<file path="src/rtl/load_mask_unit.sv">
// load_mask_unit: single-outstanding memory load with size masking and
// sign/zero extension. A load is requested in IDLE, the read strobe is held
// for MEM_LAT cycles, the read data is captured on the last of them and the
// extended result is announced by a one-cycle DONE pulse.
//
// Ports:
//   clk       - clock, all state updates on the rising edge
//   reset     - asynchronous, active-high reset
//   START     - load request, sampled only in IDLE
//   ADDR      - byte address of the load (latched at the START edge)
//   CT        - size code: 00 word, 01 halfword, 10 byte, 11 word
//   SGN       - 1 sign-extends halfword/byte results, 0 zero-extends
//   MR        - memory read data, valid on the last WAIT cycle
//   MEM_RD    - memory read strobe, high in every WAIT cycle
//   MEM_ADDR  - address presented to memory, held outside WAIT
//   OUT       - extracted, extended load result, held between captures
//   BUSY      - high in WAIT and DONE
//   DONE      - one-cycle pulse, OUT valid from this cycle onward
module load_mask_unit #(
  parameter int unsigned MEM_LAT = 1
) (
  input  logic        clk,
  input  logic        reset,
  input  logic        START,
  input  logic [31:0] ADDR,
  input  logic [1:0]  CT,
  input  logic        SGN,
  input  logic [31:0] MR,
  output logic        MEM_RD,
  output logic [31:0] MEM_ADDR,
  output logic [31:0] OUT,
  output logic        BUSY,
  output logic        DONE
);

  localparam int unsigned DATA_W = 32;
  localparam int unsigned CNT_W  = 4;
  localparam int unsigned CT_W   = 2;

  // Counter preload: the WAIT state lasts (preload + 1) cycles.
  localparam logic [CNT_W-1:0] CNT_LOAD = CNT_W'(MEM_LAT - 1);

  typedef enum logic [1:0] {
    ST_IDLE = 2'd0,
    ST_WAIT = 2'd1,
    ST_DONE = 2'd2
  } state_t;

  state_t              state_q, state_d;
  logic [CNT_W-1:0]    cnt_q, cnt_d;
  logic [CT_W-1:0]     ct_q, ct_d;
  logic                sgn_q, sgn_d;
  logic [DATA_W-1:0]   addr_d;
  logic [DATA_W-1:0]   out_d;
  logic                rd_d;
  logic                busy_d;
  logic                done_d;
  logic [DATA_W-1:0]   ext_c;

  // Size masking and extension of the read data; lane is always the low bytes.
  always_comb begin
    ext_c = MR;
    case (ct_q)
      2'b01:   ext_c = {{16{sgn_q & MR[15]}}, MR[15:0]};
      2'b10:   ext_c = {{24{sgn_q & MR[7]}},  MR[7:0]};
      default: ext_c = MR;
    endcase
  end

  // Next-state and next-output logic.
  always_comb begin
    state_d = state_q;
    cnt_d   = cnt_q;
    ct_d    = ct_q;
    sgn_d   = sgn_q;
    addr_d  = MEM_ADDR;
    out_d   = OUT;

    case (state_q)
      ST_IDLE: begin
        if (START) begin
          addr_d  = ADDR;
          ct_d    = CT;
          sgn_d   = SGN;
          cnt_d   = CNT_LOAD;
          state_d = ST_WAIT;
        end
      end
      ST_WAIT: begin
        if (cnt_q != '0) begin
          cnt_d = cnt_q - CNT_W'(1);
        end else begin
          out_d   = ext_c;
          state_d = ST_DONE;
        end
      end
      ST_DONE: begin
        state_d = ST_IDLE;
      end
      default: begin
        state_d = ST_IDLE;
      end
    endcase

    // Status outputs are registered from the next state so they line up
    // with the state they describe.
    rd_d   = (state_d == ST_WAIT);
    busy_d = (state_d != ST_IDLE);
    done_d = (state_d == ST_DONE);
  end

  // State and output registers.
  always_ff @(posedge clk or posedge reset) begin
    if (reset) begin
      state_q  <= ST_IDLE;
      cnt_q    <= '0;
      ct_q     <= '0;
      sgn_q    <= 1'b0;
      MEM_ADDR <= '0;
      OUT      <= '0;
      MEM_RD   <= 1'b0;
      BUSY     <= 1'b0;
      DONE     <= 1'b0;
    end else begin
      state_q  <= state_d;
      cnt_q    <= cnt_d;
      ct_q     <= ct_d;
      sgn_q    <= sgn_d;
      MEM_ADDR <= addr_d;
      OUT      <= out_d;
      MEM_RD   <= rd_d;
      BUSY     <= busy_d;
      DONE     <= done_d;
    end
  end

endmodule

</file>
<file path="config.mk">
export PLATFORM = sky130hd
export DESIGN_NAME = load_mask_unit
export DESIGN_NICKNAME = d
export VERILOG_FILES = /design/src/rtl/load_mask_unit.sv
export SDC_FILE = /design/constraint.sdc
export NUM_CORES = 1
export LEC_CHECK = 0
export BUFFER_PORTS_ARGS = -buffer_cell sky130_fd_sc_hd__buf_2
export CAP_MARGIN = 20
export CORE_MARGIN = 2
export CORE_UTILIZATION = 30
export CTS_CLUSTER_DIAMETER = 150
export CTS_CLUSTER_SIZE = 10
export DETAILED_ROUTE_END_ITERATION = 8
export GPL_TIMING_DRIVEN = 0
export PLACE_DENSITY = 0.69
export SLEW_MARGIN = 15
export SYNTH_ARGS = -nofsm -noshare
export SYNTH_HDL_FRONTEND = slang
export SYNTH_SLANG_ARGS = --single-unit
</file>
<file path="constraint.sdc">
create_clock -name clk -period 1.9 [get_ports clk]
set_input_delay 0.095 -clock clk [delete_from_list [all_inputs] [get_ports clk]]
set_output_delay 0.095 -clock clk [all_outputs]
set_load 0.03 [all_outputs]
</file>
* Yosys cells after proc, flatten, opt, wreduce, memory -nomap -nowiden *
Cells that the tools add are included.

operators by class
  $add $sub $neg = 1
  eq/ne operators = 7
  mux-type cells = 7
  bitwise operators = 3
  reduce and logical (&&, ||, !) cells = 7

operators by type and width
  cell                 number
  $pmux 32 s2          1
  $mux 4               2
  $pmux 4 s2           1
  $eq 2x1->1 const B   3
  $eq 2x2->1 const B   2
  $mux 2               2
  $ne 2x2->1 const B   2
  $pmux 2 s2           1
  $reduce_and 2->1     2
  $reduce_bool 2->1    2
  $reduce_bool 4->1    1
  $sub 4x1->4 const B  1
  $reduce_and 3->1     1
  $and 1x1->1          2
  $logic_not 2->1      1
  $not 1->1            1

word-level totals
  register bits after elaboration = 76
  input port bits = 70
  output and inout bits = 67
  logic and storage cells = 34

* Depth between registers and ports, before layout *
Gate-level depths: netlist of the first run.

  word-level depth = 4
  depth in mapped cells = 7
  mapped depth without buffers = 5

* Least setup slack after synthesis of the first run *
No wires, ideal clock.

  kind = reg2reg
  from = register cnt_q[0]
  to = register OUT[0]
  setup time = 0.127 ns
  data arrival time = 1.493 ns
  required time = 1.773 ns
  setup slack = 0.279 ns
  stages on the path, launching flop included = 7
  buffers on the path = 1
  clock period less this slack = 1.621 ns
  cell sequence = dfrtp_1 -> inv_1 -> ha_1 -> nand2b_4 -> nor3_4 -> buf_6 -> mux2_1

on the way
  longest elaborated chain between the ends = 3

RTL lines
  element                     RTL line  source
  start: declaration          50        logic [CNT_W-1:0] cnt_q, cnt_d;
  start signal: assignment    126       cnt_q <= cnt_d;
  $reduce_bool 4->1           90        if (cnt_q != '0) begin
  $not 1->1 (no line)         --
  $reduce_and 2->1 (no line)  --
  end signal: assignment      130       OUT <= out_d;
  end: declaration            31        output logic [31:0] OUT,

Every way passes these cells.
A chain may end at the register's enable or synchronous reset.

* Worst setup path after layout of the first run *
  from = register ct_q[0]
  to = register OUT[9]

on the way
  longest elaborated chain between the ends = 2
  elaborated cells on any way between the ends = 3
  classes of those cells = eq/ne (2); mux (1)

RTL lines
  element                                          RTL line  source
  start: declaration                               51        logic [CT_W-1:0] ct_q, ct_d;
  start signal: assignment                         127       ct_q <= ct_d;
  $eq 2x2->1 / $eq 2x1->1 (equally long branches)  63        case (ct_q)
  $pmux 32 s2 *                                    63

Mark *: on every way between the ends. The rest lies on a longest branch, timed or not.

==> flow_summary_export.csv, run 1 <==
group,metric,value,unit
outcome,outcome,"completed",
floorplanning,die_h,106,µm
logic_synthesis,synth_mux_area_share,15.1,%
timing,hold_viol,0,
global_routing,grt_max_degree,28,
min_path,hold_path_class,"primary input to flip-flop",
power_and_ir_drop,power.total,0.00925,W
route,ant_nets,0,
timing,skew,4.37,ps
power_and_ir_drop,ir_drop,0.866,mV
global_routing,grt_first_pass_wirelength,13100,µm
clock_network,clockBufferDepth,2,
timing,maxSlewHeadroom,61.5,%
setup_path,critPathRequiredTime,2130,ps
place,numPortBuffers,136,
timing,fmax,572,MHz
route,vias,2699,
final_layout,utilization,46.6,%
logic_synthesis,synth_top_family_by_area,"multiplexers",
logic_synthesis,synth_simple_gate_area_share,7.12,%
route,wl,8140,µm
clock_network,cts-root-buf,"clkbuf_8",
power_and_ir_drop,power_density,1940,nW/µm²
place,dpl.hpwl,5430,µm
route,viasPerCell,4.59,
floorplanning,die_area,11300,µm²
timing,final.setup.tns,0,ps
setup_path,path_class,"flip-flop to flip-flop",
timing,timing.final.max_slew_violations,0,
route,post_drt_wl_per_cell,13.9,µm
timing,setup_violations,0,
global_routing,antenna_found_initial,0,
logic_synthesis,synth_compound_area_share,11.3,%
final_layout,final_common_cell,"buf_2",
logic_synthesis,synth_seq_area_share,60.8,%
setup_path,crit_path_start_kind,"flip-flop",
setup_path,arrival,1970,ps
clock_network,cts_tree,"done",
final_layout,layout_common_cells,"145 x buf_2, 76 x dfrtp_1, 47 x dlygate4sd3_1",
setup_path,cp_max_fo,10,
clock_network,cts.sinks,76,
floorplanning,coreArea,10200,µm²
final_layout,layout-drive-gt1-share,48.2,%
global_routing,grt.total_usage,14.8,%
clock_network,numCtsBuffers,9,
place,place_congestion,0.718,
logic_synthesis,avgSynthCellArea,12.7,µm²
route,dr.pass1.iters,4,
final_layout,nets,521,
final_layout,antenna_cells,0,
timing,post-route-period-util,92.0,%
logic_synthesis,synth_fa_ha_area_share,1.60,%
floorplanning,die_w,106,µm
floorplanning,design.portCount,137,
logic_synthesis,synthXorXnorAreaFrac,0,%
timing,worst_slew_pin_slew,576,ps
route,drc,0,
logic_synthesis,synth_seq_cells,76,
final_layout,finalInstanceArea,4760,µm²
setup_path,cp-end-kind,"flip-flop",
clock_network,clkTransAtPathRegs,80,ps
flow_run,maxCapViolCount,0,
place,placed_area,4020,µm²
global_routing,grt_overflow_total,0,
global_routing,grt_pass1_vias,2731,
logic_synthesis,synth_fp_nets,321,
floorplanning,initial_core_util,30.6,%
logic_synthesis,synth_cell_types,31,
route,drt-initial-drc-count,122,
timing,holdWs,22.7,ps
logic_synthesis,netlist_area,3130,µm²
clock_network,htreeDepth,3,
power_and_ir_drop,p_leak,2.25,nW
final_layout,syn_to_final_growth,52.3,%
clock_network,clock_latency,340,ps
logic_synthesis,yosys_warnings,0,
logic_synthesis,synthCells,247,
floorplanning,row_count,37,
timing,rsz0062_at_grt,"false",
timing,finalCriticalPeriod,1750,ps
worst max-delay path: stages (launching register included):
cell	delay, ps
dfrtp_1	350
inv_1	60
ha_1	280
buf_2	180
or2_2	300
buf_1	190
a21oi_1	190
a21oi_1	90
cells in the mapped netlist (all sizes together):
| master | instances | share of area (%) |
|---|---|---|
| dfrtp | 76 | 61 |
| mux2 | 42 | 15 |
| a21oi | 41 | 6.6 |
| nand2 | 18 | 2.2 |
| a31oi | 16 | 3.2 |
| buf | 15 | 3.1 |
| inv | 6 | 0.72 |
| o21ai | 5 | 0.80 |
| ha | 4 | 1.6 |
| nor2 | 3 | 0.36 |
| clkbuf | 2 | 0.24 |
| nand2b | 2 | 0.72 |
| nand3 | 2 | 0.32 |
| nor3 | 2 | 0.68 |
| nor3b | 2 | 1.0 |
| o21bai | 2 | 0.48 |
| or3 | 2 | 0.40 |
| a22o | 1 | 0.28 |
| and4b | 1 | 0.32 |
| nand3b | 1 | 0.24 |
| nand4b | 1 | 0.28 |
| nor2b | 1 | 0.20 |
| or2 | 1 | 0.20 |
| or4 | 1 | 0.24 |
registers in the layout (all words and copies together) (netlist names):
register and flops:
cnt_q 4, MEM_RD 1, sgn_q 1, DONE 1
state_q 2, OUT 32, BUSY 1, ct_q 2
MEM_ADDR 32
where the power goes:
group / switching, W / internal, W / leakage, nW
Clock: 0.000590 / 0.000867 / 0.115
Combinational: 0.00310 / 0.00181 / 1.24
Sequential: 0.000440 / 0.00245 / 0.889
Total: 0.00413 / 0.00513 / 2.25
area by class of cell:
cell class,count,area (µm²)
clock inverter,7,115
tap,136,170
fill,959,5470
timing repair buffer,189,1220
buffer,17,105
sequential,76,1900
inverter,6,26.3
clock buffer,9,124
multi-input combinational,148,1100
logic make-up after synthesis:
family | after synthesis
compound gates | 65
fa+ha+maj | 4
buf+inv | 23
flops | 76
mux | 42
simple gates | 37
stage by stage:
step	std cells	setup WS, ps
2_1_floorplan	247	279
3_3_place_gp	519	81.9
3_5_place_dp	521	19.0
4_1_cts	584	15.3
5_1_grt	588	6.00
6_report	588	152
worst paths after layout:
kind / from / endpoint / slack [ps] / cells past startpoint
max in group asynchronous: reset / MEM_ADDR[7] / 1030 / 4
worst min register to register: OUT[2] / OUT[2] / 480 / 1
min in group asynchronous: reset / OUT[14] / 360 / 3
worst min-delay path: MR[16] / OUT[16] / 20 / 3
worst max-delay path: ct_q[0] / OUT[9] / 150 / 7
worst max register to register: ct_q[0] / OUT[9] / 150 / 7
what timing repair did:
| action | in CTS | in global routing |
|---|---|---|
| gates resized for setup | 0 | 3 |
| endpoints found under the setup margin | 0 | 17 |
| hold endpoints to repair | 68 | 0 |
| buffers inserted | 0 | 4 |
| hold buffers | 47 | 0 |
layer usage:
metal,part of all wire [%],track usage [%]
met3,7.1,4.54
met1,42,18.0
met4,0.75,3.67
met2,50,25.7
met5,0,0
Power figures use the tool's default switching activity.
==> run 2: changes to the inputs <==
--- a/config.mk
+++ b/config.mk
@@ -7,13 +7,16 @@
 export LEC_CHECK = 0
 export BUFFER_PORTS_ARGS = -buffer_cell sky130_fd_sc_hd__buf_2
 export CAP_MARGIN = 20
+export CELL_PAD_IN_SITES_DETAIL_PLACEMENT = 0
+export CELL_PAD_IN_SITES_GLOBAL_PLACEMENT = 1
 export CORE_MARGIN = 2
 export CORE_UTILIZATION = 30
+export CTS_BUF_LIST = sky130_fd_sc_hd__clkbuf_16
 export CTS_CLUSTER_DIAMETER = 150
 export CTS_CLUSTER_SIZE = 10
 export DETAILED_ROUTE_END_ITERATION = 8
 export GPL_TIMING_DRIVEN = 0
-export PLACE_DENSITY = 0.69
+export PLACE_DENSITY = 0.83
 export SLEW_MARGIN = 15
 export SYNTH_ARGS = -nofsm -noshare
 export SYNTH_HDL_FRONTEND = slang
==> run 2 against run 1 <==
  * Maximum frequency fell by 1.8%
  * Clock power rose by 5%
  * Sequential power barely moved
  * Power rose by 1.0%
  * Sequential share of layout area rose by 0.17 points
  * Highest routed layer unchanged
==> flow_summary_export.csv, run 2 (synthesized netlist as in run 1, its figures left out) <==
group,metric,value,unit
route,routed-wl-met2,4160,µm
outcome,outcome,"completed",
clock_network,clockBufferDepth,2,
clock_network,clock_latency,320,ps
setup_path,arrival,1980,ps
final_layout,multi_input_area,1100,µm²
route,drc,0,
clock_network,cts-root-buf,"clkbuf_16",
timing,fmax,561,MHz
final_layout,nets,515,
timing,post-route-period-util,93.7,%
route,drt-initial-drc-count,79,
route,top_layer_used,"met4",
setup_path,reg2reg_depth,6,
global_routing,antenna_found_initial,0,
place,numPortBuffers,136,
place,dpl.hpwl,5730,µm
final_layout,top_regs,"MEM_ADDR x32, OUT x32, cnt_q x4",
setup_path,path_buf_inv,2,
floorplanning,coreArea,10200,µm²
timing,rsz0062_at_grt,"false",
setup_path,r2r-start,"cnt_q[0]",
clock_network,clkTransAtPathRegs,60,ps
final_layout,ff_latch_area,1900,µm²
floorplanning,design.portCount,137,
power_and_ir_drop,p_leak,2.23,nW
route,viasPerCell,4.61,
flow_run,maxCapViolCount,0,
timing,timing.final.max_slew_violations,0,
global_routing,grt_first_pass_wirelength,13600,µm
final_layout,antenna_cells,0,
final_layout,fill_cells,939,
route,wl_met1,3420,µm
min_path,hold_path_class,"primary input to flip-flop",
timing,final.setup.tns,0,ps
timing,worst_slew_pin_slew,530,ps
power_and_ir_drop,ir_drop,0.752,mV
global_routing,grt_overflow_total,0,
setup_path,cp_max_fo,10,
timing,finalCriticalPeriod,1780,ps
setup_path,path_class,"flip-flop to flip-flop",
min_path,whs_path_depth,3,
timing,maxSlewHeadroom,64.6,%
clock_network,htreeDepth,3,
setup_path,cp-end-kind,"flip-flop",
setup_path,crit_path_start_kind,"flip-flop",
power_and_ir_drop,power_density,1970,nW/µm²
timing,skew,4.98,ps
route,ant_nets,0,
setup_path,slowest_stage,"dfrtp_1",
global_routing,grt.total_usage,15.6,%
final_layout,utilization,46.4,%
floorplanning,row_count,37,
route,vias,2685,
clock_network,cts.sinks,76,
global_routing,grt_pass1_vias,2780,
setup_path,max_stage_delay,380,ps
place,place_congestion,0.735,
clock_network,cts_tree,"done",
final_layout,final_common_cell,"buf_2",
clock_network,numCtsBuffers,9,
final_layout,syn_to_final_growth,51.6,%
power_and_ir_drop,power.total,0.00935,W
setup_path,cp_cell_sequence,"inv_1 -> ha_1 -> nand2b_4 -> nor3_4 -> buf_6 -> mux2_1",
route,post_drt_wl_per_cell,14.3,µm
floorplanning,die_w,106,µm
setup_path,r2r_end,"OUT[1]",
floorplanning,initial_core_util,30.6,%
route,wl,8330,µm
min_path,holdCritStartpoint,"CT[1]",
setup_path,rrSetupSlack,120,ps
route,dr.pass1.iters,4,
final_layout,layout-drive-gt1-share,48.9,%
timing,setup_violations,0,
timing,hold_viol,0,
final_layout,layout_common_cells,"144 x buf_2, 76 x dfrtp_1, 42 x dlygate4sd3_1",
floorplanning,die_area,11300,µm²
timing,holdWs,13.0,ps
setup_path,critPathRequiredTime,2100,ps
floorplanning,die_h,106,µm
global_routing,grt_max_degree,29,
min_path,holdPathEnd,"ct_q[1]",
route,wl_met3,637,µm
setup_path,cpLargestDelayFamily,"simple AND/OR/NAND/NOR gates",
-- run 2: worst max path at each step --
stage	start	cells after the start	slack [ps]	to
after global placement	ct_q[0]	6	40	OUT[17]
after CTS	state_q[0]	4	50	MEM_ADDR[28]
after global routing	state_q[0]	4	5	MEM_ADDR[27]
after detailed placement	ct_q[0]	6	-20	OUT[21]
final	cnt_q[0]	6	120	OUT[1]
after floorplan	cnt_q[0]	6	280	OUT[0]
-- run 2: stage by stage --
step	instances	instance area, µm²	worst slack [ps]
floorplan	247	3130	279
global placement	519	3980	38.0
detailed placement	521	4020	-20.5
CTS	578	4700	45.0
global route	582	4740	5.21
finish	582	4740	119
-- run 2: repair_timing --
| item | in CTS | in global routing |
|---|---|---|
| hold buffers | 41 | 1 |
| resized for setup | 1 | 0 |
| buffers inserted | 0 | 5 |
| endpoints found under the hold margin | 61 | 1 |
| setup endpoints to repair | 10 | 23 |
| pin swaps | 0 | 1 |
-- run 2: worst register-to-register path, stage by stage (launching register included) --
cell,delay (ps)
dfrtp_1,380
inv_1,100
ha_1,240
nand2b_4,90
nor3_4,300
buf_6,210
mux2_1,340
-- run 2: report_power, final --
part	total (W)	internal (W)	switching (W)	leakage, nW
clock network	0.00153	0.000874	0.000658	0.121
logic	0.00490	0.00180	0.00310	1.22
registers	0.00292	0.00246	0.000463	0.889
-- run 2: area by class of cell --
type / count / share of cell area [%]
repair buffers: 185 / 24.8
clock inverters: 7 / 0.923
plain buffers: 15 / 2.06
well taps: 136 / 3.59
clock buffers: 9 / 4.75
flip-flops and latches: 76 / 40.1
multi-input cells: 148 / 23.2
inverters: 6 / 0.554
-- run 2: routing by layer --
layer / track usage, % / vias to the layer above
met3: 4.11 / 8
met1: 18.9 / 1299
li1: - / 1263
met2: 25.9 / 115
met5: 0 / -
met4: 6.95 / 0
==> run 3: changes to the inputs <==
--- a/config.mk
+++ b/config.mk
@@ -5,6 +5,7 @@
 export SDC_FILE = /design/constraint.sdc
 export NUM_CORES = 1
 export LEC_CHECK = 0
+export ABC_AREA = 1
 export BUFFER_PORTS_ARGS = -buffer_cell sky130_fd_sc_hd__buf_2
 export CAP_MARGIN = 20
 export CELL_PAD_IN_SITES_DETAIL_PLACEMENT = 0
@@ -16,7 +17,7 @@
 export CTS_CLUSTER_SIZE = 10
 export DETAILED_ROUTE_END_ITERATION = 8
 export GPL_TIMING_DRIVEN = 0
-export PLACE_DENSITY = 0.83
+export PLACE_DENSITY = 0.87
 export SLEW_MARGIN = 15
 export SYNTH_ARGS = -nofsm -noshare
 export SYNTH_HDL_FRONTEND = slang
==> run 3 against run 2 <==
  * Synthesized cell count grew 57%
  * Highest routed layer unchanged
  * Combinational power decreased by 7.6%
  * First-iteration DRC count rose by 110%
  * Largest cell class unchanged
==> flow_summary_export.csv, run 3 <==
group,metric,value,unit
outcome,outcome,"completed",
final_layout,antenna_cells,0,
logic_synthesis,synthCells,387,
floorplanning,initial_core_util,31.2,%
final_layout,finalInstanceArea,4820,µm²
logic_synthesis,synth.most_common_cell,"nand2_1",
timing,post-route-period-util,83.5,%
final_layout,final_common_cell,"nand2_1",
timing,timing.final.ws_setup,313,ps
clock_network,clockBufferDepth,2,
min_path,hold_path_class,"primary input to flip-flop",
setup_path,cp-end-kind,"flip-flop",
logic_synthesis,synthFlopType,"dfrtp_1",
clock_network,cts.sinks,76,
clock_network,numCtsBuffers,9,
route,drt-initial-drc-count,167,
clock_network,clkTransAtPathRegs,50,ps
global_routing,grt_pass1_vias,2917,
timing,worst_slew_pin_slew,435,ps
setup_path,max_stage_delay,380,ps
setup_path,path_class,"flip-flop to flip-flop",
final_layout,utilization,46.3,%
logic_synthesis,synth_seq_cells,76,
setup_path,critPathRequiredTime,2100,ps
global_routing,antenna_found_initial,0,
global_routing,grt_overflow_total,0,
clock_network,clock_latency,320,ps
logic_synthesis,synth_commonest_cells,"250 x nand2_1, 76 x dfrtp_1, 14 x o21ai_0",
timing,timing.final.max_slew_violations,0,
floorplanning,design.portCount,137,
timing,rsz0062_at_grt,"false",
logic_synthesis,yosys_warnings,0,
setup_path,cp_cell_sequence,"inv_1 -> ha_1 -> nor2_1 -> nand2_2 -> buf_2 -> nand2_1 -> nand2_1 -> nand2_1",
timing,finalCriticalPeriod,1590,ps
floorplanning,die_h,108,µm
route,dr.pass1.iters,4,
setup_path,cp_max_fo,10,
final_layout,top_regs,"MEM_ADDR x32, OUT x32, cnt_q x4",
route,ant_nets,0,
logic_synthesis,yosysTopAreaCell,"dfrtp_1",
final_layout,layout_common_cells,"250 x nand2_1, 142 x buf_2, 76 x dfrtp_1",
logic_synthesis,netlist_area,3250,µm²
route,vias,3024,
logic_synthesis,synthTopCellsByArea,"dfrtp_1 59%, nand2_1 29%, buf_6 3.1%",
clock_network,htreeDepth,3,
timing,hold_viol,0,
logic_synthesis,synth_edf_count,0,
clock_network,cts-root-buf,"clkbuf_16",
logic_synthesis,yosysTopAreaCellShare,58.5,%
clock_network,cts_tree,"done",
power_and_ir_drop,power_density,1810,nW/µm²
floorplanning,coreArea,10400,µm²
place,placed_area,4140,µm²
route,viasPerCell,4.21,
final_layout,fill_cells,1054,
logic_synthesis,synth_fp_nets,461,
power_and_ir_drop,p_leak,2.82,nW
route,wl,8690,µm
global_routing,grt_max_degree,36,
place,numPortBuffers,136,
logic_synthesis,synth_seq_area_share,58.5,%
final_layout,nets,653,
flow_run,maxCapViolCount,0,
final_layout,syn_to_final_growth,48.5,%
setup_path,slowest_stage,"ha_1",
timing,setup_violations,0,
setup_path,crit_path_frequent_cell,"nand2_1",
setup_path,crit_path_start_kind,"flip-flop",
timing,final.setup.tns,0,ps
setup_path,arrival,1790,ps
power_and_ir_drop,power.total,0.00875,W
floorplanning,row_count,37,
floorplanning,die_area,11700,µm²
timing,maxSlewHeadroom,70.9,%
global_routing,grt.total_usage,15.6,%
place,dpl.hpwl,6220,µm
timing,fmax,630,MHz
final_layout,layout-drive-gt1-share,29.7,%
place,dpl_worst_slack,320,ps
route,post_drt_wl_per_cell,12.1,µm
timing,skew,10.9,ps
logic_synthesis,avgSynthCellArea,8.40,µm²
floorplanning,die_w,108,µm
global_routing,grt_first_pass_wirelength,14100,µm
place,place_congestion,0.738,
logic_synthesis,synth_cell_types,19,
route,drc,0,
power_and_ir_drop,ir_drop,0.764,mV
logic_synthesis,synthArstFlopShare,100,%
==> run 3: cell count changes after synthesis, moves of 6 or more <==
cell	before	now
nand2_1	18	250
a21oi_1	41	1
mux2_2	39	0
a31oi_1	16	0
o21ai_0	5	14
buf_6	3	9
==> run 3: cells by family (layout without fill, tap and decap cells) <==
| kind of cell | after synthesis | after routing | share of synthesized area [%] |
|---|---|---|---|
| and+or+nand+nor | 264 | 264 | 31.8 |
| DFF | 76 | 76 | 58.5 |
| buffers and inverters | 27 | 223 | 5.51 |
| adders and majority gates | 4 | 4 | 1.54 |
| AOI/OAI and AO/OA | 15 | 15 | 2.31 |
| xor gates and xnor gates | 1 | 1 | 0.270 |
==> run 3: timing repair <==
item	in CTS	in global routing
resized for setup	0	0
hold buffers	43	0
setup buffers	0	0
hold endpoints to repair	57	0
==> run 3: worst max-delay path, delay by kind of cell, from the launching register on <==
| family | cells | cell delay [ps] |
|---|---|---|
| and+or+nand+nor | 5 | 440 |
| adders and majority gates | 1 | 380 |
| DFF | 1 | 360 |
| buffers and inverters | 2 | 290 |
==> run 3: stage by stage <==
stage | cells | hold slack, ps
6_report | 719 | 29.6
5_1_grt | 719 | 24.2
4_1_cts | 719 | 11.1
3_5_place_dp | 661 | 131
3_3_place_gp | 659 | 296
2_1_floorplan | 387 | 212
==> run 3: area by class of cell <==
cell class                 instances  area [µm²]  share of cell area (%)
sequential                        76        1900                    39.4
multi-input combinational        284        1170                    24.2
timing repair buffer             181        1150                    23.9
clock buffer                       9         225                    4.67
tap                              136         170                    3.53
buffer                            16         135                    2.80
inverter                          11        47.5                   0.985
clock inverter                     6        25.0                   0.519
==> run 3: metal layers <==
metal  GRT usage, %  vias to the layer above  part of all wire (%)
li1               -                     1554                     -
met1           20.3                     1394                    45
met2           25.4                       68                    51
met3           3.50                        8                   3.6
met4           5.68                        0                   1.0
met5              0                        -                     0
==> run 3: where the power goes <==
group          switching, W  internal [W]  leakage, nW  total (W)
registers          0.000379       0.00237        0.952    0.00275
logic               0.00313       0.00141         1.73    0.00453
clock network      0.000611      0.000853        0.133    0.00146
==> run 3: path summary, 6_finish.rpt <==
check,startpoint,endpoint,slack (ps),cells after the start
setup reg to reg,ct_q[0],OUT[17],310,8
hold / removal,MR[7],OUT[7],30,3
max in group asynchronous,reset,OUT[16],1050,4
setup / recovery,ct_q[0],OUT[17],310,8
min in group asynchronous,reset,BUSY,330,3
hold reg to reg,OUT[24],OUT[24],460,2
